<file path="config.mk">
export PLATFORM = sky130hd
export DESIGN_NAME = multicycle_sequencer
export DESIGN_NICKNAME = d
export VERILOG_FILES = /design/src/rtl/seq_pkg.sv /design/src/rtl/ack_timeout_counter.sv /design/src/rtl/multicycle_sequencer.sv
export SDC_FILE = /design/constraint.sdc
export NUM_CORES = 1
export LEC_CHECK = 0
export ABC_AREA = 1
export CELL_PAD_IN_SITES_DETAIL_PLACEMENT = 0
export CELL_PAD_IN_SITES_GLOBAL_PLACEMENT = 1
export CORE_ASPECT_RATIO = 1.2
export CORE_UTILIZATION = 35
export DETAILED_ROUTE_END_ITERATION = 6
export PLACE_DENSITY_LB_ADDON = 0.08
export REMOVE_ABC_BUFFERS = 1
export SKIP_CTS_REPAIR_TIMING = 1
export SLEW_MARGIN = 20
export SYNTH_ARGS = -nofsm -noshare
export SYNTH_HDL_FRONTEND = slang
export SYNTH_SLANG_ARGS = --single-unit
</file>
<file path="constraint.sdc">
create_clock -name clk -period 2.15 [get_ports clk]
set_input_delay 0.5375 -clock clk [delete_from_list [all_inputs] [get_ports clk]]
set_output_delay 0.5375 -clock clk [all_outputs]
set_load 0.03 [all_outputs]
</file>
<file path="src/rtl/seq_pkg.sv">
// Shared definitions for the multi-cycle sequencer: state encodings and the
// opcode map agreed with the control unit.
package seq_pkg;

    typedef enum logic [2:0] {
        ST_IDLE    = 3'd0,
        ST_FETCH   = 3'd1,
        ST_DECODE  = 3'd2,
        ST_EXECUTE = 3'd3,
        ST_MEM     = 3'd4,
        ST_WB      = 3'd5,
        ST_HALT    = 3'd6,
        ST_ERROR   = 3'd7
    } state_t;

    localparam logic [6:0] OPC_HALT = 7'b1111111;
    localparam logic [6:0] OPC_LD   = 7'b0000011;
    localparam logic [6:0] OPC_ST   = 7'b0000111;
    localparam logic [6:0] OPC_ADD  = 7'b0001011;
    localparam logic [6:0] OPC_SUB  = 7'b0001111;
    localparam logic [6:0] OPC_INV  = 7'b0010011;
    localparam logic [6:0] OPC_LSL  = 7'b0010111;
    localparam logic [6:0] OPC_LSR  = 7'b0011011;
    localparam logic [6:0] OPC_AND  = 7'b0011111;
    localparam logic [6:0] OPC_OR   = 7'b0100011;
    localparam logic [6:0] OPC_SLT  = 7'b0100111;
    localparam logic [6:0] OPC_BEQ  = 7'b0101111;
    localparam logic [6:0] OPC_BNE  = 7'b0110011;
    localparam logic [6:0] OPC_JMP  = 7'b0110111;
    localparam logic [6:0] OPC_LUI  = 7'b0111011;

endpackage

</file>
<file path="src/rtl/ack_timeout_counter.sv">
// Wait timer shared by the FETCH and MEM handshakes. It counts cycles spent
// waiting without an ack and flags expiry on the last permitted cycle, so an
// ack arriving in that same cycle still wins.
module ack_timeout_counter #(
    parameter int TIMEOUT = 16
) (
    input  logic clk,
    input  logic reset,
    input  logic wait_i,
    input  logic ack_i,
    output logic expired_o
);

    localparam int CW = (TIMEOUT < 2) ? 1 : $clog2(TIMEOUT + 1);

    logic [CW-1:0] cnt_q;
    logic [CW-1:0] cnt_d;

    // Clear whenever not waiting or when the ack lands, so every new wait starts at zero.
    always_comb begin
        if (!wait_i || ack_i) begin
            cnt_d = '0;
        end else begin
            cnt_d = cnt_q + CW'(1);
        end
    end

    // Wait counter register.
    always_ff @(posedge clk) begin
        if (reset) begin
            cnt_q <= '0;
        end else begin
            cnt_q <= cnt_d;
        end
    end

    generate
        if (TIMEOUT == 0) begin : g_no_timeout
            assign expired_o = 1'b0;
        end else begin : g_timeout
            assign expired_o = wait_i && !ack_i && (cnt_q == CW'(TIMEOUT - 1));
        end
    endgenerate

endmodule

</file>
<file path="src/rtl/multicycle_sequencer.sv">
// Multi-cycle instruction sequencer: walks FETCH/DECODE/EXECUTE/MEM/WB,
// drives memory handshakes, gates control-unit decodes into one-cycle
// strobes, counts retired instructions and traps on HALT or ack timeout.
module multicycle_sequencer
    import seq_pkg::*;
#(
    parameter int TIMEOUT = 16,
    parameter int CNT_W   = 16
) (
    input  logic             clk,
    input  logic             reset,
    input  logic             run,
    input  logic [6:0]       opcode,
    input  logic             data_read_en,
    input  logic             data_write_en,
    input  logic             reg_write_en,
    output logic             imem_req,
    input  logic             imem_ack,
    output logic             ir_load_en,
    output logic             dmem_req,
    output logic             dmem_we,
    input  logic             dmem_ack,
    output logic             reg_write_strobe,
    output logic             pc_write_en,
    output logic [2:0]       state_o,
    output logic             busy,
    output logic             halted,
    output logic             bus_error,
    output logic [CNT_W-1:0] instr_count
);

    state_t             state_q;
    state_t             state_d;
    logic [CNT_W-1:0]   count_q;
    logic               halted_q;
    logic               bus_error_q;

    logic               wait_s;
    logic               ack_s;
    logic               expired_s;
    logic               retire_s;

    assign wait_s = (state_q == ST_FETCH) || (state_q == ST_MEM);
    assign ack_s  = ((state_q == ST_FETCH) && imem_ack) || ((state_q == ST_MEM) && dmem_ack);

    ack_timeout_counter #(
        .TIMEOUT (TIMEOUT)
    ) u_timer (
        .clk       (clk),
        .reset     (reset),
        .wait_i    (wait_s),
        .ack_i     (ack_s),
        .expired_o (expired_s)
    );

    // Next-state and strobe decode from the registered state plus current inputs.
    always_comb begin
        state_d          = state_q;
        retire_s         = 1'b0;
        imem_req         = 1'b0;
        ir_load_en       = 1'b0;
        dmem_req         = 1'b0;
        dmem_we          = 1'b0;
        reg_write_strobe = 1'b0;
        pc_write_en      = 1'b0;
        case (state_q)
            ST_IDLE: begin
                if (run) begin
                    state_d = ST_FETCH;
                end else begin
                    state_d = ST_IDLE;
                end
            end
            ST_FETCH: begin
                imem_req = 1'b1;
                if (imem_ack) begin
                    ir_load_en = 1'b1;
                    state_d    = ST_DECODE;
                end else if (expired_s) begin
                    state_d = ST_ERROR;
                end else begin
                    state_d = ST_FETCH;
                end
            end
            ST_DECODE: begin
                if (opcode == OPC_HALT) begin
                    state_d = ST_HALT;
                end else begin
                    state_d = ST_EXECUTE;
                end
            end
            ST_EXECUTE: begin
                if (data_read_en || data_write_en) begin
                    state_d = ST_MEM;
                end else if (reg_write_en) begin
                    state_d = ST_WB;
                end else begin
                    retire_s = 1'b1;
                end
            end
            ST_MEM: begin
                dmem_req = 1'b1;
                // A load wins if the control unit asserts both qualifiers.
                dmem_we  = data_write_en & ~data_read_en;
                if (dmem_ack) begin
                    if (data_read_en) begin
                        state_d = ST_WB;
                    end else begin
                        retire_s = 1'b1;
                    end
                end else if (expired_s) begin
                    state_d = ST_ERROR;
                end else begin
                    state_d = ST_MEM;
                end
            end
            ST_WB: begin
                reg_write_strobe = 1'b1;
                retire_s         = 1'b1;
            end
            ST_HALT: begin
                state_d = ST_HALT;
            end
            ST_ERROR: begin
                state_d = ST_ERROR;
            end
            default: begin
                state_d = ST_IDLE;
            end
        endcase
        // Retirement is the only instruction boundary where run is re-sampled.
        if (retire_s) begin
            pc_write_en = 1'b1;
            state_d     = run ? ST_FETCH : ST_IDLE;
        end else begin
            pc_write_en = 1'b0;
        end
    end

    // State, retire counter and sticky trap flags.
    always_ff @(posedge clk) begin
        if (reset) begin
            state_q     <= ST_IDLE;
            count_q     <= '0;
            halted_q    <= 1'b0;
            bus_error_q <= 1'b0;
        end else begin
            state_q <= state_d;
            if (retire_s) begin
                count_q <= count_q + CNT_W'(1);
            end
            if (state_d == ST_HALT) begin
                halted_q <= 1'b1;
            end
            if (state_d == ST_ERROR) begin
                bus_error_q <= 1'b1;
            end
        end
    end

    assign state_o     = state_q;
    assign busy        = (state_q != ST_IDLE) && (state_q != ST_HALT) && (state_q != ST_ERROR);
    assign halted      = halted_q;
    assign bus_error   = bus_error_q;
    assign instr_count = count_q;

endmodule

</file>
==> impl_metrics.toml, run 1 <==
[die]
coreArea_mm2 = 0.00407
io-pin-count = 43
row_count = 25
die_h_um = 74.3
die_width_um = 62.3
die_area_mm2 = 0.00463
initial_core_util_pct = 37.5

[cts]
path_clk_slew_ps = 90
cts_tree = "built"
clk_path_buf_depth = 2
clock_latency_ps = 270
cts_max_level = 1
cts-root-buf = "clkbuf_8"
numClockSinks = 26
numCtsBuffers = 3

[pwr]
p_sw_w = 0.000279
vdd_ir_drop_max_mv = 0.234
power_frac_comb_pct = 21.3
pwr_density_cell_mw_per_mm2 = 456
finalPower_w = 0.000986
sw_frac_of_total_pct = 28.3
p_leak_nw = 0.985
internal-power_w = 0.000707
seqPwrFrac_pct = 50.9
clockPowerShare_pct = 27.8

[run]
max_cap_violations = 0

[placement]
dp.cells = 337
port_buffers = 42
hpwlAfterDp_um = 2980
routabilityCongestion = 0.882

[critical_path]
worst-path-buf-inv = 2
worstSetupStartpointType = "register"
worstPathCellList = "buf_4 -> clkdlybuf4s50_1"
cp_slowest_stage_delay_ps = 660
critPathCaptureType = "output pin"
cp_top_family = "buffers and inverters"
critPathArrivalTime_ps = 1540
critical_path_class = "reg -> out"
crit_required_ps = 1610
cp_max_fo = 5
critPathSlowestCell = "clkdlybuf4s50_1"
r2r_setup_slack_ps = 490

[drt]
drc = 0
ant_nets = 0
drt-pass1-iter-count = 4
wl_um = 3720
drt-vias-per-instance = 4.64
drt-wirelength-per-cell_um = 11.0
vias = 1577
first_iter_violations = 55

[synthesis]
syn_avg_cell_area_um2 = 6.58
netlist_top_cells_count = "55 x nand2_1, 36 x inv_1, 30 x nor2_1"
synthCells = 232
ys_ff_latch = 26
synth.most_common_cell = "nand2_1"
synth_area_leader_cell = "dfxtp_1"
synth.distinct_cells = 32
synth-edff-count = 0
ys.flop_type = "dfxtp_1"
synth_top_area_share_pct = 34.1
ys_seq_area_share_pct = 34.1
synth_warnings = 0
ys_async_sr_fraction_pct = 0
synth_area_mm2 = 0.00153
synth_area_leaders = "dfxtp_1 34%, nand2_1 14%, inv_1 8.9%, nor2_1 7.4%, a21oi_1 5.6%"

[sta]
setup_tns_ps = 0
worst_pin_slew_ps = 362
post-route-min-period_ps = 2070
clock-skew-final_ps = 4.21
rsz0062_at_grt = "no"
hold_viol_final = 0
relSlewSlack_pct = 75.7
drv_slew = 0
fin_crit_sh_pct = 96.4
timing.fmax_ghz = 0.482
finalSetupViolCount = 0

[status]
outcome = "complete, no violations"

[final_layout]
nNetsFinal = 306
fill_cells = 437
drive_above_1_share_pct = 11.9
final_cells = 340
regArea_um2 = 522
area_growth_pct = 41.6
n_antenna_cell = 0
multiInputGateArea_um2 = 850

[global_routing]
grt_pass1_wl_um = 6150
overflow = 0
antenna_found_initial = 0
grt_pass1_vias = 1466
grt_usage_pct = 16.8
grt_max_degree = 15

[min_path]
hp-class = "reg -> reg"
==> through the flow <==
stage	hold WS [ps]	setup WS [ps]	cell area, um2	utilization [%]
global route	475	13.9	2160	53.1
global placement	434	-19.0	2090	51.5
finish	453	77.0	2160	53.1
floorplan	418	-123	1500	-
detailed placement	442	-28.0	2090	51.5
CTS	455	-153	2130	52.5
==> final cells by class <==
| cell class | instances | share of cell area [%] |
|---|---|---|
| multi-input combinational | 164 | 39.3 |
| timing repair buffer | 55 | 24.9 |
| sequential | 26 | 24.1 |
| inverter | 38 | 6.60 |
| tap | 54 | 3.13 |
| clock buffer | 3 | 1.91 |
==> sequential cells by signal, summed over array words and instances (netlist names) <==
name and cells:
state_o 3, u_timer.cnt_q 5, halted 1, instr_count 16
bus_error 1
==> placed cells by master, fill, tap and decap left out, types with 2 or more instances in the layout <==
cell / synthesis / final
xor2_1: 3 / 3
nor2_2: 3 / 4
clkdlybuf4s50_1: 0 / 33
nor3_1: 10 / 10
inv_1: 36 / 36
o211ai_1: 2 / 2
buf_4: 2 / 15
nand4_1: 7 / 7
nand3_1: 10 / 10
a21oi_1: 17 / 17
nor2_1: 30 / 28
dfxtp_1: 26 / 25
dlymetal6s2s_1: 0 / 6
nor2_4: 1 / 2
xnor2_1: 3 / 3
ha_1: 3 / 3
o21ai_0: 8 / 8
clkbuf_8: 0 / 3
nand2_1: 55 / 55
==> final timing paths <==
kind                                  startpoint                to  cells after the start
worst min-delay path            u_timer.cnt_q[0]  u_timer.cnt_q[0]                      1
worst min register to register  u_timer.cnt_q[0]  u_timer.cnt_q[0]                      1
worst max-delay path                  state_o[2]        state_o[2]                      2
worst max register to register  u_timer.cnt_q[0]        state_o[0]                      8
==> metal layers <==
metal  GRT usage [%]  share of wire (%)  vias to the layer above
li1                -                  -                      847
met1            18.9                 44                      700
met2            33.2                 53                       28
met3            1.84                2.6                        2
met4            5.43               0.46                        0
met5               0                  0                        -
==> cell families (layout without fill, tap and decap cells) <==
group           count (synthesis)  count (layout)  synth area share [%]
simple gates                  125             125                  38.6
buf+inv                        42              96                  10.9
compound gates                 30              30                  10.5
flops                          26              26                  34.1
xor+xnor                        6               6                  3.44
fa+ha+maj                       3               3                  2.46
==> worst reg2reg max path: stages, from the launching register on <==
cell and delay [ps]:
dfxtp_1 330, ha_1 200, nand2_1 80, nor2_1 50
ha_1 240, o211ai_1 310, nand4_1 190, o211ai_1 120
inv_1 50
==> power groups by stage <==
stage               Combinational, W  Clock, W  Sequential, W
global route                0.000231  0.000300       0.000504
detailed placement          0.000210         0       0.000512
global placement            0.000211         0       0.000513
floorplan                  0.0000956         0       0.000526
finish                      0.000210  0.000274       0.000502
CTS                         0.000211  0.000292       0.000501
(Power assumes the default switching activity.)
==> run 2: changes to the inputs <==
--- a/config.mk
+++ b/config.mk
@@ -11,7 +11,8 @@
 export CORE_ASPECT_RATIO = 1.2
 export CORE_UTILIZATION = 35
 export DETAILED_ROUTE_END_ITERATION = 6
-export PLACE_DENSITY_LB_ADDON = 0.08
+export MAX_ROUTING_LAYER = met4
+export PLACE_DENSITY_LB_ADDON = 0.1
 export REMOVE_ABC_BUFFERS = 1
 export SKIP_CTS_REPAIR_TIMING = 1
 export SLEW_MARGIN = 20
==> run 2 against run 1 <==
- sequential power barely moved
- register-to-register slack got worse by 70 ps
- critical path depth rose by 2
- critical path type is now in -> out
- setup slack improved by 27 ps
- cell area fell by 0.29%
- die area did not move
- largest cell class unchanged
==> impl_metrics.toml, run 2 (synthesized netlist as in run 1, its figures left out) <==
[status]
outcome = "complete, no violations"

[critical_path]
cp_slowest_stage_delay_ps = 490
worstSetupStartpointType = "input pin"
critPathCaptureType = "output pin"
r2r_cells = 12
critical_path_class = "in -> out"
critPathSlowestCell = "clkdlybuf4s50_1"
startpoint = "dmem_ack"
cp_max_fo = 2
critPathArrivalTime_ps = 1510
reg2reg_from = "state_o[0]"
worstPathCellList = "clkdlybuf4s50_1 -> nand4_1 -> nand3_4 -> buf_4"
crit_required_ps = 1610
reg2reg_to = "instr_count[10]"
r2r_setup_slack_ps = 420
crit_end = "pc_write_en"

[sta]
setup_tns_ps = 0
post-route-min-period_ps = 2050
timing.fmax_ghz = 0.489
setup_slack_ps = 104
hold_ws_ps = 450
worst_pin_slew_ps = 447
drv_slew = 0
clock-skew-final_ps = 4.20
rsz0062_at_grt = "no"
finalSetupViolCount = 0
relSlewSlack_pct = 70.0
hold_viol_final = 0
fin_crit_sh_pct = 95.2

[cts]
cts_max_level = 1
path_clk_slew_ps = 90
clock_latency_ps = 260
numCtsBuffers = 3
cts-root-buf = "clkbuf_8"
numClockSinks = 26
cts_tree = "built"
clk_path_buf_depth = 2

[final_layout]
layout.cells.most_common = "nand2_1"
final_core_util_pct = 53.0
layout_common_cells = "55 x nand2_1, 35 x inv_1, 34 x clkdlybuf4s50_1, 28 x nor2_1, 24 x dfxtp_1"
drive_above_1_share_pct = 12.9
n_antenna_cell = 0
area_growth_pct = 41.1
largest_reg_flops = 16
nNetsFinal = 306

[global_routing]
grt_usage_pct = 18.1
antenna_found_initial = 0
grt_pass1_vias = 1482
grt_max_degree = 15
grt_pass1_wl_um = 6540
overflow = 0

[run]
max_cap_violations = 0

[drt]
vias = 1559
drt-vias-per-instance = 4.59
drt-pass1-iter-count = 4
drc = 0
drt-wirelength-per-cell_um = 10.8
wl_um = 3680
ant_nets = 0
first_iter_violations = 60

[placement]
port_buffers = 42
hpwlAfterDp_um = 2900
routabilityCongestion = 0.878
post-place-ws_ps = -27.8

[die]
die_width_um = 62.3
die_area_mm2 = 0.00463
initial_core_util_pct = 37.5
die_h_um = 74.3
row_count = 25
coreArea_mm2 = 0.00407
io-pin-count = 43

[pwr]
p_leak_nw = 0.952
pwr_density_cell_mw_per_mm2 = 461
vdd_ir_drop_max_mv = 0.223

[min_path]
hp-class = "reg -> reg"
## run 2: routing by layer
| layer | global-route usage, % | share of wire, % | vias to the layer above | wire length (um) |
|---|---|---|---|---|
| met3 | 1.53 | 2.5 | 2 | 93 |
| li1 | - | - | 850 | - |
| met4 | 3.88 | 0.68 | 0 | 25 |
| met2 | 33.3 | 52 | 29 | 1910 |
| met5 | - | 0 | - | 0 |
| met1 | 21.7 | 45 | 678 | 1650 |
## run 2: area by class of cell
type	count	area, um2
inverter	38	143
sequential	26	523
fill	436	1910
multi-input combinational	164	850
clock buffer	3	41.3
tap	54	67.6
timing repair buffer	55	531
## run 2: power by group
group          switching [W]  leakage [nW]  total [W]  internal (W)
Sequential         0.0000149         0.211   0.000505      0.000490
Clock               0.000150        0.0216   0.000275      0.000125
Combinational       0.000118         0.720   0.000213     0.0000950
Total               0.000283         0.952   0.000993      0.000710
## run 2: how the worst min path moves through the flow
stage	startpoint	endpoint	slack, ps	cells past startpoint
global placement	u_timer.cnt_q[0]	u_timer.cnt_q[0]	430	1
detailed placement	u_timer.cnt_q[0]	u_timer.cnt_q[0]	440	1
floorplan	u_timer.cnt_q[0]	u_timer.cnt_q[0]	420	1
global route	bus_error	bus_error	480	2
CTS	u_timer.cnt_q[0]	u_timer.cnt_q[0]	450	1
finish	u_timer.cnt_q[0]	u_timer.cnt_q[0]	450	1
## run 2: metrics by stage
step	instance area (um2)	power [W]	instances
floorplan	1500	0.000621	228
global placement	2080	0.000729	335
detailed placement	2080	0.000726	335
CTS	2120	0.00100	338
global route	2150	0.00104	340
finish	2150	0.000993	340
## run 2: worst max-delay path, delay by kind of cell
| family | cells | cell delay, ps |
|---|---|---|
| buffers and inverters | 2 | 650 |
| AND/OR/NAND/NOR | 2 | 320 |
